--- config.mk ---
export PLATFORM = sky130hd
export DESIGN_NAME = uart_tx_slave
export DESIGN_NICKNAME = d
export VERILOG_FILES = /design/src/rtl/uart_tx_slave_pkg.sv /design/src/rtl/uart_tx_slave_fifo.sv /design/src/rtl/uart_tx_slave.sv
export SDC_FILE = /design/constraint.sdc
export NUM_CORES = 1
export LEC_CHECK = 0
export CORE_AREA = 5 5 139 141
export DETAILED_ROUTE_END_ITERATION = 10
export DIE_AREA = 0 0 144 146
export HOLD_SLACK_MARGIN = 0.06
export PLACE_DENSITY = 0.62
export SKIP_LAST_GASP = 1
export SYNTH_ARGS = -nofsm -noshare
export SYNTH_HDL_FRONTEND = slang
export SYNTH_SLANG_ARGS = --single-unit
export TNS_END_PERCENT = 20
--- constraint.sdc ---
create_clock -name clk -period 5.4 [get_ports clk]
set_clock_uncertainty 0.1 [all_clocks]
set_input_delay 0.81 -clock clk [delete_from_list [all_inputs] [get_ports clk]]
set_output_delay 0.81 -clock clk [all_outputs]
set_load 0.02 [all_outputs]
--- src/rtl/uart_tx_slave_pkg.sv ---
// Slave-bus command/result types and the UART register map, status bit positions and
// transmitter state encoding.
package MemoryBus;
    typedef struct packed {
        logic [7:0]  address;
        logic [31:0] write_data;
        logic [3:0]  mask_byte;
        logic        mem_read;
        logic        mem_write;
    } Cmd;

    typedef logic [31:0] Result;
endpackage

package UartPkg;
    localparam logic [1:0] REG_TXDATA  = 2'd0;
    localparam logic [1:0] REG_STATUS  = 2'd1;
    localparam logic [1:0] REG_DIVISOR = 2'd2;
    localparam logic [1:0] REG_RSVD    = 2'd3;

    localparam int STAT_FULL  = 0;
    localparam int STAT_EMPTY = 1;
    localparam int STAT_BUSY  = 2;
    localparam int STAT_OVF   = 3;

    typedef enum logic [1:0] {
        ST_IDLE,
        ST_START,
        ST_DATA,
        ST_STOP
    } tx_state_e;

    // A zero-length bit would stall the down-counters, so zero is stored as one.
    function automatic logic [15:0] clamp_div(input logic [15:0] v);
        return (v == 16'd0) ? 16'd1 : v;
    endfunction
endpackage

--- src/rtl/uart_tx_slave_fifo.sv ---
// Synchronous FIFO with first-word fall-through output; a push to a full FIFO is
// accepted only when a pop happens in the same cycle.
module SyncFifo #(
    parameter int WIDTH = 8,
    parameter int DEPTH = 8
) (
    input  logic                   clk,
    input  logic                   rst,
    input  logic                   push,
    input  logic                   pop,
    input  logic [WIDTH-1:0]       din,
    output logic [WIDTH-1:0]       dout,
    output logic                   full,
    output logic                   empty,
    output logic [$clog2(DEPTH):0] count
);
    localparam int AW = $clog2(DEPTH);

    logic [WIDTH-1:0] mem_q [DEPTH];
    logic [WIDTH-1:0] mem_d [DEPTH];
    logic [AW-1:0]    wr_ptr_q, wr_ptr_d;
    logic [AW-1:0]    rd_ptr_q, rd_ptr_d;
    logic [AW:0]      count_q, count_d;
    logic             push_ok, pop_ok;

    assign empty   = (count_q == '0);
    assign full    = (count_q == (AW+1)'(DEPTH));
    assign pop_ok  = pop && !empty;
    assign push_ok = push && (!full || pop_ok);
    assign dout    = mem_q[rd_ptr_q];
    assign count   = count_q;

    always_comb begin
        mem_d    = mem_q;
        wr_ptr_d = wr_ptr_q;
        rd_ptr_d = rd_ptr_q;
        count_d  = count_q;
        if (push_ok) begin
            mem_d[wr_ptr_q] = din;
            wr_ptr_d        = wr_ptr_q + AW'(1);
        end
        if (pop_ok) begin
            rd_ptr_d = rd_ptr_q + AW'(1);
        end
        case ({push_ok, pop_ok})
            2'b10:   count_d = count_q + (AW+1)'(1);
            2'b01:   count_d = count_q - (AW+1)'(1);
            default: count_d = count_q;
        endcase
    end

    always_ff @(posedge clk) begin
        mem_q <= mem_d;
    end

    always_ff @(posedge clk or negedge rst) begin
        if (!rst) begin
            wr_ptr_q <= '0;
            rd_ptr_q <= '0;
            count_q  <= '0;
        end else begin
            wr_ptr_q <= wr_ptr_d;
            rd_ptr_q <= rd_ptr_d;
            count_q  <= count_d;
        end
    end
endmodule

--- src/rtl/uart_tx_slave.sv ---
// Bus-programmed UART transmitter: byte FIFO, programmable bit length, 8N1 framing.
// state   | meaning
// IDLE    | line high; pops the FIFO head and latches the bit length when data waits
// START   | start bit (low) for bit_len clocks
// DATA    | eight data bits, LSB first, bit_len clocks each
// STOP    | stop bit (high) for bit_len clocks, then back to IDLE
module uart_tx_slave
    import UartPkg::*;
#(
    parameter int          FIFO_DEPTH  = 8,
    parameter logic [15:0] DEFAULT_DIV = 16'd434
) (
    input  logic             clk,
    input  logic             rst,
    input  MemoryBus::Cmd    membuscmd,
    output MemoryBus::Result membusres,
    output logic             tx,
    output logic             irq
);
    localparam int CW = $clog2(FIFO_DEPTH) + 1;

    logic [1:0]    sel;
    logic          wr_txdata, ovf_clr, wr_divisor;
    logic          fifo_pop, fifo_full, fifo_empty;
    logic [7:0]    fifo_dout;
    logic [CW-1:0] fifo_count;
    logic          busy;
    logic          unused_bits;

    tx_state_e     state_q, state_d;
    logic [7:0]    shift_q, shift_d;
    logic [15:0]   div_q, div_d;
    logic [15:0]   bit_len_q, bit_len_d;
    logic [15:0]   bit_cnt_q, bit_cnt_d;
    logic [2:0]    bit_idx_q, bit_idx_d;
    logic          tx_q, tx_d;
    logic          ovf_q, ovf_d;

    assign sel        = membuscmd.address[1:0];
    assign wr_txdata  = membuscmd.mem_write && (sel == REG_TXDATA) && membuscmd.mask_byte[0];
    assign ovf_clr    = membuscmd.mem_write && (sel == REG_STATUS) && membuscmd.mask_byte[0]
                        && membuscmd.write_data[3];
    assign wr_divisor = membuscmd.mem_write && (sel == REG_DIVISOR);
    assign busy       = (state_q != ST_IDLE);
    assign fifo_pop   = (state_q == ST_IDLE) && !fifo_empty;
    assign tx         = tx_q;
    assign irq        = fifo_empty && !busy;

    assign unused_bits = ^{membuscmd.address[7:2], membuscmd.write_data[31:16],
                           membuscmd.mask_byte[3:2], fifo_count};

    SyncFifo #(.WIDTH(8), .DEPTH(FIFO_DEPTH)) u_fifo (
        .clk   (clk),
        .rst   (rst),
        .push  (wr_txdata),
        .pop   (fifo_pop),
        .din   (membuscmd.write_data[7:0]),
        .dout  (fifo_dout),
        .full  (fifo_full),
        .empty (fifo_empty),
        .count (fifo_count)
    );

    always_comb begin
        membusres = '0;
        if (membuscmd.mem_read) begin
            case (sel)
                REG_STATUS: begin
                    membusres[STAT_FULL]  = fifo_full;
                    membusres[STAT_EMPTY] = fifo_empty;
                    membusres[STAT_BUSY]  = busy;
                    membusres[STAT_OVF]   = ovf_q;
                end
                REG_DIVISOR:          membusres = {16'b0, div_q};
                REG_TXDATA, REG_RSVD: membusres = '0;
                default:              membusres = '0;
            endcase
        end
    end

    always_comb begin
        div_d = div_q;
        if (wr_divisor) begin
            div_d = clamp_div({membuscmd.mask_byte[1] ? membuscmd.write_data[15:8] : div_q[15:8],
                               membuscmd.mask_byte[0] ? membuscmd.write_data[7:0]  : div_q[7:0]});
        end
        // A drop in the same cycle as a clear wins, so the lost byte is never hidden.
        ovf_d = (ovf_q && !ovf_clr) || (wr_txdata && fifo_full && !fifo_pop);

        state_d   = state_q;
        shift_d   = shift_q;
        bit_len_d = bit_len_q;
        bit_cnt_d = bit_cnt_q;
        bit_idx_d = bit_idx_q;
        case (state_q)
            ST_IDLE: begin
                if (!fifo_empty) begin
                    shift_d   = fifo_dout;
                    bit_len_d = div_q;
                    bit_cnt_d = div_q - 16'd1;
                    state_d   = ST_START;
                end
            end
            ST_START: begin
                if (bit_cnt_q == 16'd0) begin
                    bit_cnt_d = bit_len_q - 16'd1;
                    bit_idx_d = 3'd0;
                    state_d   = ST_DATA;
                end else begin
                    bit_cnt_d = bit_cnt_q - 16'd1;
                end
            end
            ST_DATA: begin
                if (bit_cnt_q == 16'd0) begin
                    bit_cnt_d = bit_len_q - 16'd1;
                    if (bit_idx_q == 3'd7) begin
                        state_d = ST_STOP;
                    end else begin
                        bit_idx_d = bit_idx_q + 3'd1;
                        shift_d   = {1'b0, shift_q[7:1]};
                    end
                end else begin
                    bit_cnt_d = bit_cnt_q - 16'd1;
                end
            end
            ST_STOP: begin
                if (bit_cnt_q == 16'd0) begin
                    state_d = ST_IDLE;
                end else begin
                    bit_cnt_d = bit_cnt_q - 16'd1;
                end
            end
            default: state_d = ST_IDLE;
        endcase

        // The line is registered from the current state, so it trails the state by one clock.
        case (state_q)
            ST_START: tx_d = 1'b0;
            ST_DATA:  tx_d = shift_q[0];
            default:  tx_d = 1'b1;
        endcase
    end

    always_ff @(posedge clk or negedge rst) begin
        if (!rst) begin
            state_q   <= ST_IDLE;
            shift_q   <= '0;
            div_q     <= DEFAULT_DIV;
            bit_len_q <= DEFAULT_DIV;
            bit_cnt_q <= '0;
            bit_idx_q <= '0;
            tx_q      <= 1'b1;
            ovf_q     <= 1'b0;
        end else begin
            state_q   <= state_d;
            shift_q   <= shift_d;
            div_q     <= div_d;
            bit_len_q <= bit_len_d;
            bit_cnt_q <= bit_cnt_d;
            bit_idx_q <= bit_idx_d;
            tx_q      <= tx_d;
            ovf_q     <= ovf_d;
        end
    end
endmodule

# ---- Word level (Yosys, flattened, before mapping)
# Index checks and enable logic that the tools add are counted.
dict set report word_totals {
  input_bits 48
  elab_cells 119
  out_inout_bits 34
  ff_bits 137
}
dict set report op_classes {
  addsub 8
  n_eq_ne 17
  bitwise_logic 3
  n_reduce_logical 37
  n_mux 32
  n_lt_le_gt_ge 3
}
# op count
set op_table {}
lappend op_table {{$bwmux W64} 1}
lappend op_table {{$mux W16} 4}
lappend op_table {{$mux W8} 8}
lappend op_table {{$pmux W16 S3} 1}
lappend op_table {{$sub A16 B1 Y16 const B} 3}
lappend op_table {{$logic_not A16 Y1} 2}
lappend op_table {{$mux W32} 1}
lappend op_table {{$bmux W8 S3} 1}
lappend op_table {{$demux W8 S3} 1}
lappend op_table {{$pmux W8 S2} 1}
lappend op_table {{$logic_and A1 B1 Y1} 14}
lappend op_table {{$ne A2 B2 Y1 const B} 7}
lappend op_table {{$mux W12} 1}
lappend op_table {{$pmux W4 S3} 1}
lappend op_table {{$eq A2 B2 Y1 const B} 5}
lappend op_table {{$mux W2} 5}
lappend op_table {{$add A3 B1 Y3 const B} 3}
lappend op_table {{$mux W3} 3}
lappend op_table {{$ge A4 B4 Y1 const B} 2}
lappend op_table {{$not A3 Y4} 2}
lappend op_table {{$pmux W2 S4} 1}
lappend op_table {{$pmux W4 S2} 1}
lappend op_table {{$reduce_and A4 Y1} 2}
lappend op_table {{$reduce_bool A2 Y1} 4}
lappend op_table {{16 further kinds} 26}

# ---- Logic depth before layout (Yosys ltp)
# Gate-level depths: netlist of run 1.
dict set report depth {
  depth_word 8
  ltp_mapped 13
  depth_no_buf 13
}

# ---- Hierarchy
# From an unflattened synthesis of run 1, not the netlist that was laid out.
dict set report hier_totals {
  cells_unflattened 595
  hier_area_um2 7249.5
}
# module cells_per_inst seq_area_each_um2 n_inst area_per_inst_um2
set by_module_without_submodules {}
lappend by_module_without_submodules {uart_tx_slave 437 1590.3 1 4182.8}
lappend by_module_without_submodules {SyncFifo 158 2172.1 1 3066.7}

# ---- Worst setup path before layout of run 1
# Ideal clock, no wire load.
dict set report synth_timing {
  kind {input to register}
  startpoint {input membuscmd[2] in the netlist's numbering}
  endpoint {register u_fifo.mem_q[24] in the netlist's numbering, enable pin}
  n_path_buf 0
  setup_ps 398
  required_ps 4902
  t_arrival_ps 2506
  stages 5
  setup_slack_ps 2396
  cell_sequence {nand2_1 > or2_2 > nor3_2 > inv_1 > nor4b_1}
}
dict set report synth_between {
  elab_chain_len 2
}
# element line_no
set synth_rtl {}
lappend synth_rtl {{start: declaration} uart_tx_slave.sv:15} ;# input MemoryBus::Cmd membuscmd,
lappend synth_rtl {{$logic_and A1 B1 Y1} uart_tx_slave.sv:40} ;# assign wr_txdata = membuscmd.mem_write && (sel == REG_TXDATA) && membuscmd.mask_byte[0];
lappend synth_rtl {{$logic_and A1 B1 Y1} uart_tx_slave_fifo.sv:29} ;# assign push_ok = push && (!full || pop_ok);
lappend synth_rtl {{end signal: assignment} uart_tx_slave_fifo.sv:53} ;# mem_q <= mem_d;
lappend synth_rtl {{end: declaration} uart_tx_slave_fifo.sv:19} ;# logic [WIDTH-1:0] mem_q [DEPTH];
# No other way between the ends.
# A chain may end at the register's enable or synchronous reset.

# ---- Worst setup path after layout of run 1
dict set report layout_timing {
  startpoint {input membuscmd[39] in the netlist's numbering}
  endpoint {output membusres[0]}
}
dict set report layout_between {
  elab_chain_len 4
  elab_cells_between_ends 7
  cone_classes {eq/ne: 3; mux: 2; reduce/logical: 2}
}
# element line_no
set layout_rtl {}
lappend layout_rtl {{$eq A2 B2 Y1 / $logic_not A2 Y1 (equally long branches)} uart_tx_slave.sv:67} ;# case (sel)
lappend layout_rtl {{$reduce_or A2 Y1} uart_tx_slave.sv:67}
lappend layout_rtl {{$pmux W4 S3 (*)} uart_tx_slave.sv:67}
lappend layout_rtl {{$mux W32 (*)} uart_tx_slave.sv:66} ;# if (membuscmd.mem_read) begin
lappend layout_rtl {{end: declaration} uart_tx_slave.sv:16} ;# output MemoryBus::Result membusres,
# Mark *: on every way between the ends. The rest lies on a longest branch, timed or not.

==> out/metrics.csv, run 1 <==
stage,metric,value,unit
timing,Tmin final,3.54,ns
floorplan,Starting Density,0.406,
power_and_ir_drop,P_leak,3.17,nW
global_route,met3 Use GR,0.0345,
global_route,met1 layer usage reported by global route,0.224,
floorplan,Ports,82,
clock_tree,post-cts sizing count,0,
setup_path,CP max stage delay,0.63,ns
finish,nets,703,
setup_path,CP top delay family,buffers and inverters,
detailed_routing,# DRC,0,
hold_path,Hold Crit Class,reg -> reg,
finish,"most common cell after layout, fill and taps aside",edfxtp_1,
global_route,number of global-route vias before repair,4923,
floorplan,Die H,146,um
yosys,register area share after synthesis,0.519,
yosys,Mapped Cells,601,
yosys,YS warnings,0,
floorplan,total die area,0.0210,mm2
yosys,"flops & latches, synth",137,
global_route,pin count of the biggest net entering global routing,74,
timing,highest clock rate,0.283,GHz
clock_tree,clock sinks,137,
setup_path,critical path arrival,2.63,ns
yosys,synth top area cells,"edfxtp_1, dfrtp_1, mux2_2",
setup_path,crit path to,membusres[0],
setup_path,r2r endpoint,u_fifo.count[2],
setup_path,Reg2Reg Depth,11,
run_status,outcome,completed,
yosys,cell area after synthesis,0.00725,mm2
placement,number of I/O port buffers,41,
detailed_routing,average wire per cell in the routed design,18.3,um
setup_path,crit-path max FO,19,
setup_path,Startpoint Class,input port,
detailed_routing,DR vias,4874,
floorplan,area of the core,0.0178,mm2
clock_tree,CTS root buffer,clkbuf_16,
clock_tree,clock slew at reported path FFs,0.06,ns
power_and_ir_drop,Max VDD drop,0.347,mV
placement,final estimated routing congestion in global placement,0.845,
setup_path,Worst setup EP type,output port,
global_route,initial antenna violation count,0,
floorplan,die width,144,um
setup_path,reg2reg setup slack,2.03,ns
timing,pins over their slew limit,0,
yosys,Post-synth top flop,edfxtp_1,
finish,Area Overhead vs Synth,16.0,%
yosys,syn_area_per_cell,12.1,um2
placement,Placed Area,0.00782,mm2
yosys,async set or reset register ratio after synthesis,0.533,
finish,Antenna Cells,0,
timing,unrepaired setup endpoints after global routing,false,
global_route,first-pass GRT wire length,26400,um
setup_path,CP cell instances,"clkdlybuf4s50_1, nor2b_1, buf_4, a22oi_1, nor2b_1, clkdlybuf4s50_1",
timing,setup TNS,0,ns
finish,layout cell share with drive strength beyond 1,0.187,
setup_path,worst setup path startpoint,membuscmd[39],
yosys,post-synth top area cell,edfxtp_1,
clock_tree,CTS H-tree depth,4,
setup_path,CP Data Required Time,4.49,ns
detailed_routing,Detailed Routing Iterations Pass 1,6,
detailed_routing,1st-iter DRT viols,319,
clock_tree,Clock Latency Late Sink,0.42,ns
timing,worst slew pin tran,1.22,ns
finish,"Design Area, Final",0.00841,mm2
clock_tree,Clock Path Buffers,2,
global_route,GRT Residual Overflow,0,
timing,final period utilization,0.655,
setup_path,"Worst Path Class, Setup",in -> out,
setup_path,r2r startpoint,u_fifo.count[1],
detailed_routing,via density per instance,5.53,
timing,endpoints failing hold,0,
clock_tree,CTS Buf Count,17,
global_route,Total GRT Usage,0.160,
yosys,Post-synth EDFFs,64,
finish,"commonest non-fill, non-tap cells in the layout","edfxtp_1, dfrtp_1, nand2_1",
power_and_ir_drop,P per Cell Area,535,mW/mm2
yosys,post-synth top area share,0.265,
setup_path,Critical path buffers and inverters,3,
timing,Slew headroom,0.179,
setup_path,Slowest cell on crit path,clkdlybuf4s50_1,
timing,endpoints failing setup,0,
floorplan,row cnt,49,
job,# Max-Cap Violations,0,
placement,DP Wirelength,11400,um
global_route,met2 Track Usage GR,0.247,
setup_path,cell depth of the worst setup path,6,
global_route,most used routing layer,met2,
detailed_routing,DRT antenna net count,0,
clock_tree,total setup buffers inserted after CTS,0,
yosys,library cells used by synthesis,72,
clock_tree,TritonCTS clock tree,done,
clock_tree,# hold bufs at CTS,0,
detailed_routing,routed wire length,16100,um
report_power, final:
group          leakage (nW)  switching, mW  total (mW)  internal (mW)
clock                 0.296          0.504        1.17          0.662
combinational          1.42          0.810        1.60          0.787
sequential             1.45          0.384        1.74           1.36
total                  3.17           1.70        4.50           2.81
area by class of cell:
class,instances,area [um2]
fill,1556,9430
inverter,15,56.3
timing repair buffer,50,475
multi-input combinational,419,3240
tap,229,287
clock inverter,15,169
clock buffer,17,425
sequential,137,3760
through the flow:
stage          power, mW  hold WS (ns)  worst slack (ns)  std cells   util
3_3_place_gp        3.29         0.369              1.81        850  0.438
2_1_floorplan       2.95         0.353              2.40        616      -
5_1_grt             4.79         0.419              1.76        882  0.471
6_report            4.50         0.393              1.86        882  0.471
4_1_cts             4.53         0.396              1.85        882  0.471
3_5_place_dp        3.35         0.378              1.78        850  0.438
worst register-to-register path: stages (launching register included):
cell and delay, ns:
dfrtp_1 0.46, nor4_2 0.32, buf_4 0.19, nand2b_1 0.47, inv_1 0.45, ha_1 0.40, xor2_1 0.16, ha_1 0.19
a21oi_1 0.14, xor2_1 0.16, nor2_1 0.07, xor2_1 0.14
worst min-delay path by stage:
stage	start	endpoint	slack [ns]	depth (start not counted)
after floorplan	shift_q[0]	tx	0.35	2
after global placement	shift_q[2]	shift_q[2]	0.37	1
after global routing	shift_q[6]	shift_q[6]	0.42	1
after CTS	shift_q[6]	shift_q[6]	0.40	1
final	shift_q[6]	shift_q[6]	0.39	1
after detailed placement	shift_q[2]	shift_q[2]	0.38	1
logic make-up (layout without fill, tap and decap cells):
family | Yosys count | count (layout) | synth area share
and+or+nand+nor | 187 | 187 | 0.147
DFF | 137 | 137 | 0.519
AOI/OAI and AO/OA | 97 | 97 | 0.0934
muxes | 65 | 65 | 0.125
buffers and inverters | 60 | 97 | 0.0423
xor gates and xnor gates | 39 | 39 | 0.0471
adders and majority gates | 15 | 15 | 0.0259
other | 1 | 16 | 0.000517
per-layer routing:
metal	routed length [um]	vias up
li1	-	2303
met1	7470	2441
met2	7910	112
met3	535	18
met4	197	0
met5	0	-
synthesized netlist by cell type (all sizes together), types with 5 or more instances:
cell type and n:
and3 13, nor2 27, o21ai 22, xnor2 21
nand3 13, buf 28, dfstp 11, nor3 18
mux4 16, dfrtp 62, nor2b 10, o22ai 6
nor4 16, ha 15, mux2 39, edfxtp 64
xor2 18, inv 15, clkbuf 17, nand4 9
nand2 53, mux2i 10, a21oi 18, a22oi 5
a22o 10
sequential cells by signal, summed over array words and instances (netlist names):
name             count
bit_cnt_q           16
tx                   1
state_q              2
shift_q              8
bit_idx_q            3
div_q               16
u_fifo.count         4
u_fifo.mem_q        64
bit_len_q           16
u_fifo.rd_ptr_q      3
ovf_q                1
u_fifo.wr_ptr_q      3
No activity file was read; power rests on OpenSTA's default activity.
==> run 2: changes to the inputs <==
- clock period: 5.4 -> 3.5 ns (I/O delays scaled with it)
==> out/metrics.csv, run 2 (synthesis gave the netlist of run 1 again) <==
stage,metric,value,unit,change
run_status,outcome,completed,,unchanged
clock_tree,total setup buffers inserted after CTS,0,,unchanged
clock_tree,TritonCTS clock tree,done,,unchanged
finish,nets,711,,was 703
timing,endpoints failing setup,0,,unchanged
detailed_routing,average wire per cell in the routed design,18.2,um,was 18.3 um
power_and_ir_drop,P per Cell Area,818,mW/mm2,was 535 mW/mm2
detailed_routing,1st-iter DRT viols,356,,was 319
timing,endpoints failing hold,0,,unchanged
global_route,first-pass GRT wire length,26500,um,was 26400 um
global_route,Total GRT Usage,0.160,,about the same
clock_tree,CTS H-tree depth,4,,unchanged
setup_path,CP top delay family,simple AND/OR/NAND/NOR gates,,was buffers and inverters
power_and_ir_drop,Comb power frac,0.366,,was 0.355
global_route,pin count of the biggest net entering global routing,74,,unchanged
clock_tree,Clock Path Buffers,2,,unchanged
setup_path,CP Data Required Time,2.87,ns,was 4.49 ns
setup_path,critical path arrival,2.38,ns,was 2.63 ns
floorplan,row cnt,49,,unchanged
placement,Cells after DPL,858,,was 850
setup_path,CP max stage delay,0.63,ns,about the same
timing,Slew headroom,0.366,,was 0.179
finish,Area Overhead vs Synth,16.9,%,was 16.0%
setup_path,"Worst Path Class, Setup",reg -> out,,was in -> out
timing,setup TNS,0,ns,unchanged
setup_path,CP cell instances,"nor4b_1, a22oi_1, nor2b_1, clkdlybuf4s50_1",,"was clkdlybuf4s50_1, nor2b_1, buf_4, a22oi_1, nor2b_1, clkdlybuf4s50_1"
finish,"most common cell after layout, fill and taps aside",edfxtp_1,,unchanged
finish,"commonest non-fill, non-tap cells in the layout","edfxtp_1, dfrtp_1, nand2_1",,unchanged
finish,max reg flops,64,,unchanged
placement,Placed Area,0.00788,mm2,was 0.00782 mm2
power_and_ir_drop,Max VDD drop,0.455,mV,was 0.347 mV
detailed_routing,via density per instance,5.57,,was 5.53
placement,DP Wirelength,11400,um,about the same
clock_tree,post-cts sizing count,0,,unchanged
job,# Max-Cap Violations,0,,unchanged
placement,final estimated routing congestion in global placement,0.834,,was 0.845
clock_tree,CTS Buf Count,17,,unchanged
detailed_routing,DR vias,4960,,was 4874
clock_tree,clock sinks,137,,unchanged
timing,final period utilization,0.857,,
floorplan,total die area,0.0210,mm2,unchanged
finish,Util after Layout,0.475,,was 0.471
timing,worst slew pin tran,0.951,ns,was 1.22 ns
power_and_ir_drop,register share of total power,0.379,,was 0.387
finish,Final Non-Filler Cells,890,,was 882
floorplan,die width,144,um,unchanged
setup_path,crit-path max FO,8,,was 19
detailed_routing,# DRC,0,,unchanged
detailed_routing,Detailed Routing Iterations Pass 1,5,,was 6
setup_path,Worst setup EP type,output port,,unchanged
timing,unrepaired setup endpoints after global routing,false,,unchanged
detailed_routing,routed wire length,16200,um,was 16100 um
finish,"Design Area, Final",0.00848,mm2,was 0.00841 mm2
floorplan,area of the core,0.0178,mm2,unchanged
power_and_ir_drop,Internal,4.29,mW,was 2.81 mW
floorplan,Die H,146,um,unchanged
detailed_routing,DRT antenna net count,0,,unchanged
finish,"Most flops, register",u_fifo.mem_q,,unchanged
clock_tree,CTS root buffer,clkbuf_16,,unchanged
timing,Tmin final,3.00,ns,
floorplan,Starting Density,0.406,,unchanged
timing,Fin Hold WS,0.139,ns,was 0.393 ns
clock_tree,Clock Latency Late Sink,0.42,ns,about the same
placement,number of I/O port buffers,41,,unchanged
clock_tree,# hold bufs at CTS,0,,unchanged
floorplan,Ports,82,,unchanged
hold_path,Hold Crit Class,in -> async,,was reg -> reg
setup_path,Critical path buffers and inverters,1,,was 3
finish,Antenna Cells,0,,unchanged
timing,pins over their slew limit,0,,unchanged
timing,highest clock rate,0.333,GHz,
power_and_ir_drop,clock share of power,0.255,,was 0.259
clock_tree,clock slew at reported path FFs,0.07,ns,was 0.06 ns
setup_path,Startpoint Class,flip-flop,,was input port
finish,layout cell share with drive strength beyond 1,0.197,,was 0.187
setup_path,Slowest cell on crit path,clkdlybuf4s50_1,,unchanged
power_and_ir_drop,Psw,2.65,mW,was 1.70 mW
power_and_ir_drop,P_leak,3.20,nW,was 3.17 nW
global_route,initial antenna violation count,0,,unchanged
power_and_ir_drop,sw frac,0.381,,was 0.377
global_route,GRT Residual Overflow,0,,unchanged
global_route,number of global-route vias before repair,5009,,was 4923
[run 2: cell count changes in the layout (fill, tap and decap cells not counted)]
cell / previous run / this run
buf_4: 10 / 18
bufinv_16: 1 / 0
clkinv_2: 1 / 0
clkinv_4: 0 / 1
clkinv_8: 1 / 4
clkinvlp_4: 0 / 1
inv_6: 7 / 4
[run 2: power by group through the flow]
stage | registers [mW] | clock network [mW] | logic, mW
6_report | 2.63 | 1.77 | 2.54
5_1_grt | 2.70 | 1.88 | 2.83
4_1_cts | 2.63 | 1.79 | 2.56
3_5_place_dp | 2.65 | 0 | 2.55
3_3_place_gp | 2.63 | 0 | 2.47
2_1_floorplan | 2.43 | 0 | 2.12
[run 2: worst register-to-register path: stages, from the launching register on]
cell and delay, ns:
dfrtp_1 0.42, inv_1 0.12, ha_1 0.33, inv_1 0.18
and2_1 0.19, nor3_2 0.18, inv_1 0.16, ha_1 0.28
xor2_1 0.17, ha_1 0.19, a21oi_1 0.15, xor2_1 0.16
nor2_1 0.08, xor2_1 0.15
[run 2: metal layers]
metal  wire length, um  GRT usage  vias up
met4               291     0.0518        0
met3               673     0.0348       26
met5                 0          0        -
met2              7930      0.256      131
met1              7310      0.216     2473
li1                  -          -     2330
[run 2: through the flow]
stage               total power [mW]  setup slack [ns]
finish                          6.94             0.500
global route                    7.40             0.335
CTS                             6.98             0.468
detailed placement              5.21             0.314
global placement                5.11             0.387
floorplan                       4.55             0.673
[run 2: final timing paths]
kind                       slack [ns]       startpoint  depth (start not counted)         endpoint
setup / recovery                 0.50  u_fifo.count[1]                          4     membusres[0]
max in group asynchronous        2.54              rst                          1       shift_q[5]
hold reg to reg                  0.39       shift_q[4]                          1       shift_q[4]
min in group clk                 0.39       shift_q[4]                          1       shift_q[4]
hold / removal                   0.14              rst                          1        div_q[13]
setup reg to reg                 0.52       state_q[0]                         13  u_fifo.count[2]
[run 2: cell type report]
type | count | area [um2]
clock buffers | 17 | 425
clock inverters | 15 | 173
fillers | 1566 | 9370
inverters | 15 | 56.3
multi-input cells | 419 | 3240
flip-flops and latches | 137 | 3760
well taps | 229 | 287
repair buffers | 58 | 536
==> run 3: changes to the inputs <==
- CORE_AREA: 5 5 139 141 -> 5 5 120 122
- DIE_AREA: 0 0 144 146 -> 0 0 125 127
- PLACE_DENSITY: 0.62 -> 0.8
==> out/metrics.csv, run 3 (synthesis gave the netlist of run 1 again) <==
stage,metric,value,unit,change
finish,"most common cell after layout, fill and taps aside",edfxtp_1,,unchanged
detailed_routing,DR vias,5091,,was 4960
global_route,pin count of the biggest net entering global routing,74,,unchanged
global_route,GRT Residual Overflow,0,,unchanged
timing,pins over their slew limit,0,,unchanged
clock_tree,CTS Buf Count,17,,unchanged
global_route,Total GRT Usage,0.214,,was 0.160
floorplan,row cnt,42,,was 49
detailed_routing,average wire per cell in the routed design,19.7,um,was 18.2 um
placement,Post-Place Setup Slack,0.333,ns,was 0.314 ns
timing,setup TNS,0,ns,unchanged
job,# Max-Cap Violations,0,,unchanged
finish,"Most flops, register",u_fifo.mem_q,,unchanged
setup_path,"Worst Path Class, Setup",in -> out,,was reg -> out
floorplan,die width,125,um,was 144 um
power_and_ir_drop,P_leak,3.23,nW,was 3.20 nW
detailed_routing,routed wire length,16500,um,was 16200 um
setup_path,Worst setup EP type,output port,,unchanged
placement,final estimated routing congestion in global placement,0.848,,was 0.834
clock_tree,CTS H-tree depth,4,,unchanged
run_status,outcome,completed,,unchanged
timing,Slew headroom,0.371,,was 0.366
clock_tree,# hold bufs at CTS,0,,unchanged
clock_tree,Clock Path Buffers,2,,unchanged
clock_tree,CTS root buffer,clkbuf_16,,unchanged
finish,nets,711,,unchanged
clock_tree,clock sinks,137,,unchanged
clock_tree,post-cts sizing count,0,,unchanged
clock_tree,clock slew at reported path FFs,0.06,ns,was 0.07 ns
detailed_routing,# DRC,0,,unchanged
floorplan,Die H,127,um,was 146 um
floorplan,Ports,82,,unchanged
clock_tree,TritonCTS clock tree,done,,unchanged
finish,Area Overhead vs Synth,16.7,%,was 16.9%
timing,final period utilization,0.889,,was 0.857
timing,highest clock rate,0.321,GHz,was 0.333 GHz
power_and_ir_drop,Pwr Total,7.17,mW,was 6.94 mW
finish,layout cell share with drive strength beyond 1,0.197,,unchanged
detailed_routing,1st-iter DRT viols,487,,was 356
finish,"commonest non-fill, non-tap cells in the layout","edfxtp_1, dfrtp_1, nand2_1",,unchanged
power_and_ir_drop,Max VDD drop,0.712,mV,was 0.455 mV
placement,DP Wirelength,11100,um,was 11400 um
floorplan,Starting Density,0.554,,was 0.406
setup_path,Startpoint Class,input port,,was flip-flop
detailed_routing,Detailed Routing Iterations Pass 1,5,,unchanged
timing,endpoints failing setup,0,,unchanged
global_route,initial antenna violation count,0,,unchanged
finish,Antenna Cells,0,,unchanged
hold_path,Hold Crit Class,in -> async,,unchanged
timing,worst slew pin tran,0.944,ns,was 0.951 ns
finish,max reg flops,64,,unchanged
timing,Tmin final,3.11,ns,was 3.00 ns
setup_path,crit-path max FO,13,,was 8
placement,number of I/O port buffers,41,,unchanged
global_route,first-pass GRT wire length,26900,um,was 26500 um
timing,unrepaired setup endpoints after global routing,false,,unchanged
setup_path,CP Data Required Time,2.87,ns,about the same
global_route,number of global-route vias before repair,5191,,was 5009
floorplan,total die area,0.0159,mm2,was 0.0210 mm2
timing,PnR worst setup slack,0.387,ns,was 0.500 ns
detailed_routing,DRT antenna net count,0,,unchanged
detailed_routing,via density per instance,6.08,,was 5.57
floorplan,area of the core,0.0131,mm2,was 0.0178 mm2
setup_path,worst setup path startpoint,membuscmd[39],,was u_fifo.count[1]
power_and_ir_drop,P per Cell Area,847,mW/mm2,was 818 mW/mm2
clock_tree,total setup buffers inserted after CTS,0,,unchanged
timing,endpoints failing hold,0,,unchanged
setup_path,critical path arrival,2.49,ns,was 2.38 ns
setup_path,r2r startpoint,state_q[1],,was state_q[0]
clock_tree,Clock Latency Late Sink,0.43,ns,was 0.42 ns
[run 3: changes by cell type in the layout (fill, tap and decap cells not counted)]
cell	delta
buf_2	+1
buf_4	-1
bufinv_16	+3
clkinv_8	-1
clkinvlp_4	-1
inv_8	-1
[run 3: power by group]
group / switching [mW] / leakage, nW / internal [mW]
clock network: 0.783 / 0.319 / 1.17
registers: 0.546 / 1.45 / 2.10
logic: 1.34 / 1.46 / 1.24
[run 3: worst max-delay path, cell delays in order]
cell             delay (ns)
clkdlybuf4s50_1        0.52
nor2b_1                0.41
buf_4                  0.26
and3_1                 0.17
clkdlybuf4s50_1        0.60
[run 3: routing by layer]
| metal | vias up | part of all wire | GRT usage |
|---|---|---|---|
| met3 | 24 | 0.071 | 0.0559 |
| li1 | 2320 | - | - |
| met1 | 2550 | 0.42 | 0.277 |
| met2 | 197 | 0.50 | 0.357 |
| met4 | 0 | 0.013 | 0.0631 |
| met5 | - | 0 | 0 |
[run 3: cell type report]
type	instances	area, um2
Clock buffer	17	425
Clock inverter	15	228
Fill cell	922	4620
Inverter	15	56.3
Multi-Input combinational cell	419	3240
Sequential cell	137	3760
Tap cell	176	220
Timing Repair Buffer	58	533
[run 3: final timing paths]
check	slack [ns]	cells past startpoint	end
setup / recovery	0.39	5	membusres[14]
hold / removal	0.23	2	u_fifo.count[2]
setup reg to reg	0.60	13	u_fifo.count[2]
hold reg to reg	0.39	1	shift_q[4]
max in group asynchronous	2.47	2	bit_cnt_q[5]
min in group clk	0.39	1	shift_q[4]
[run 3: through the flow]
step,std cells,cell area [um2],utilization,hold WS (ns)
2_1_floorplan,616,7310,-,0.129
3_3_place_gp,805,7810,0.597,0.368
3_5_place_dp,805,7810,0.597,0.379
4_1_cts,837,8460,0.647,0.263
5_1_grt,837,8460,0.647,0.312
6_report,837,8460,0.647,0.226
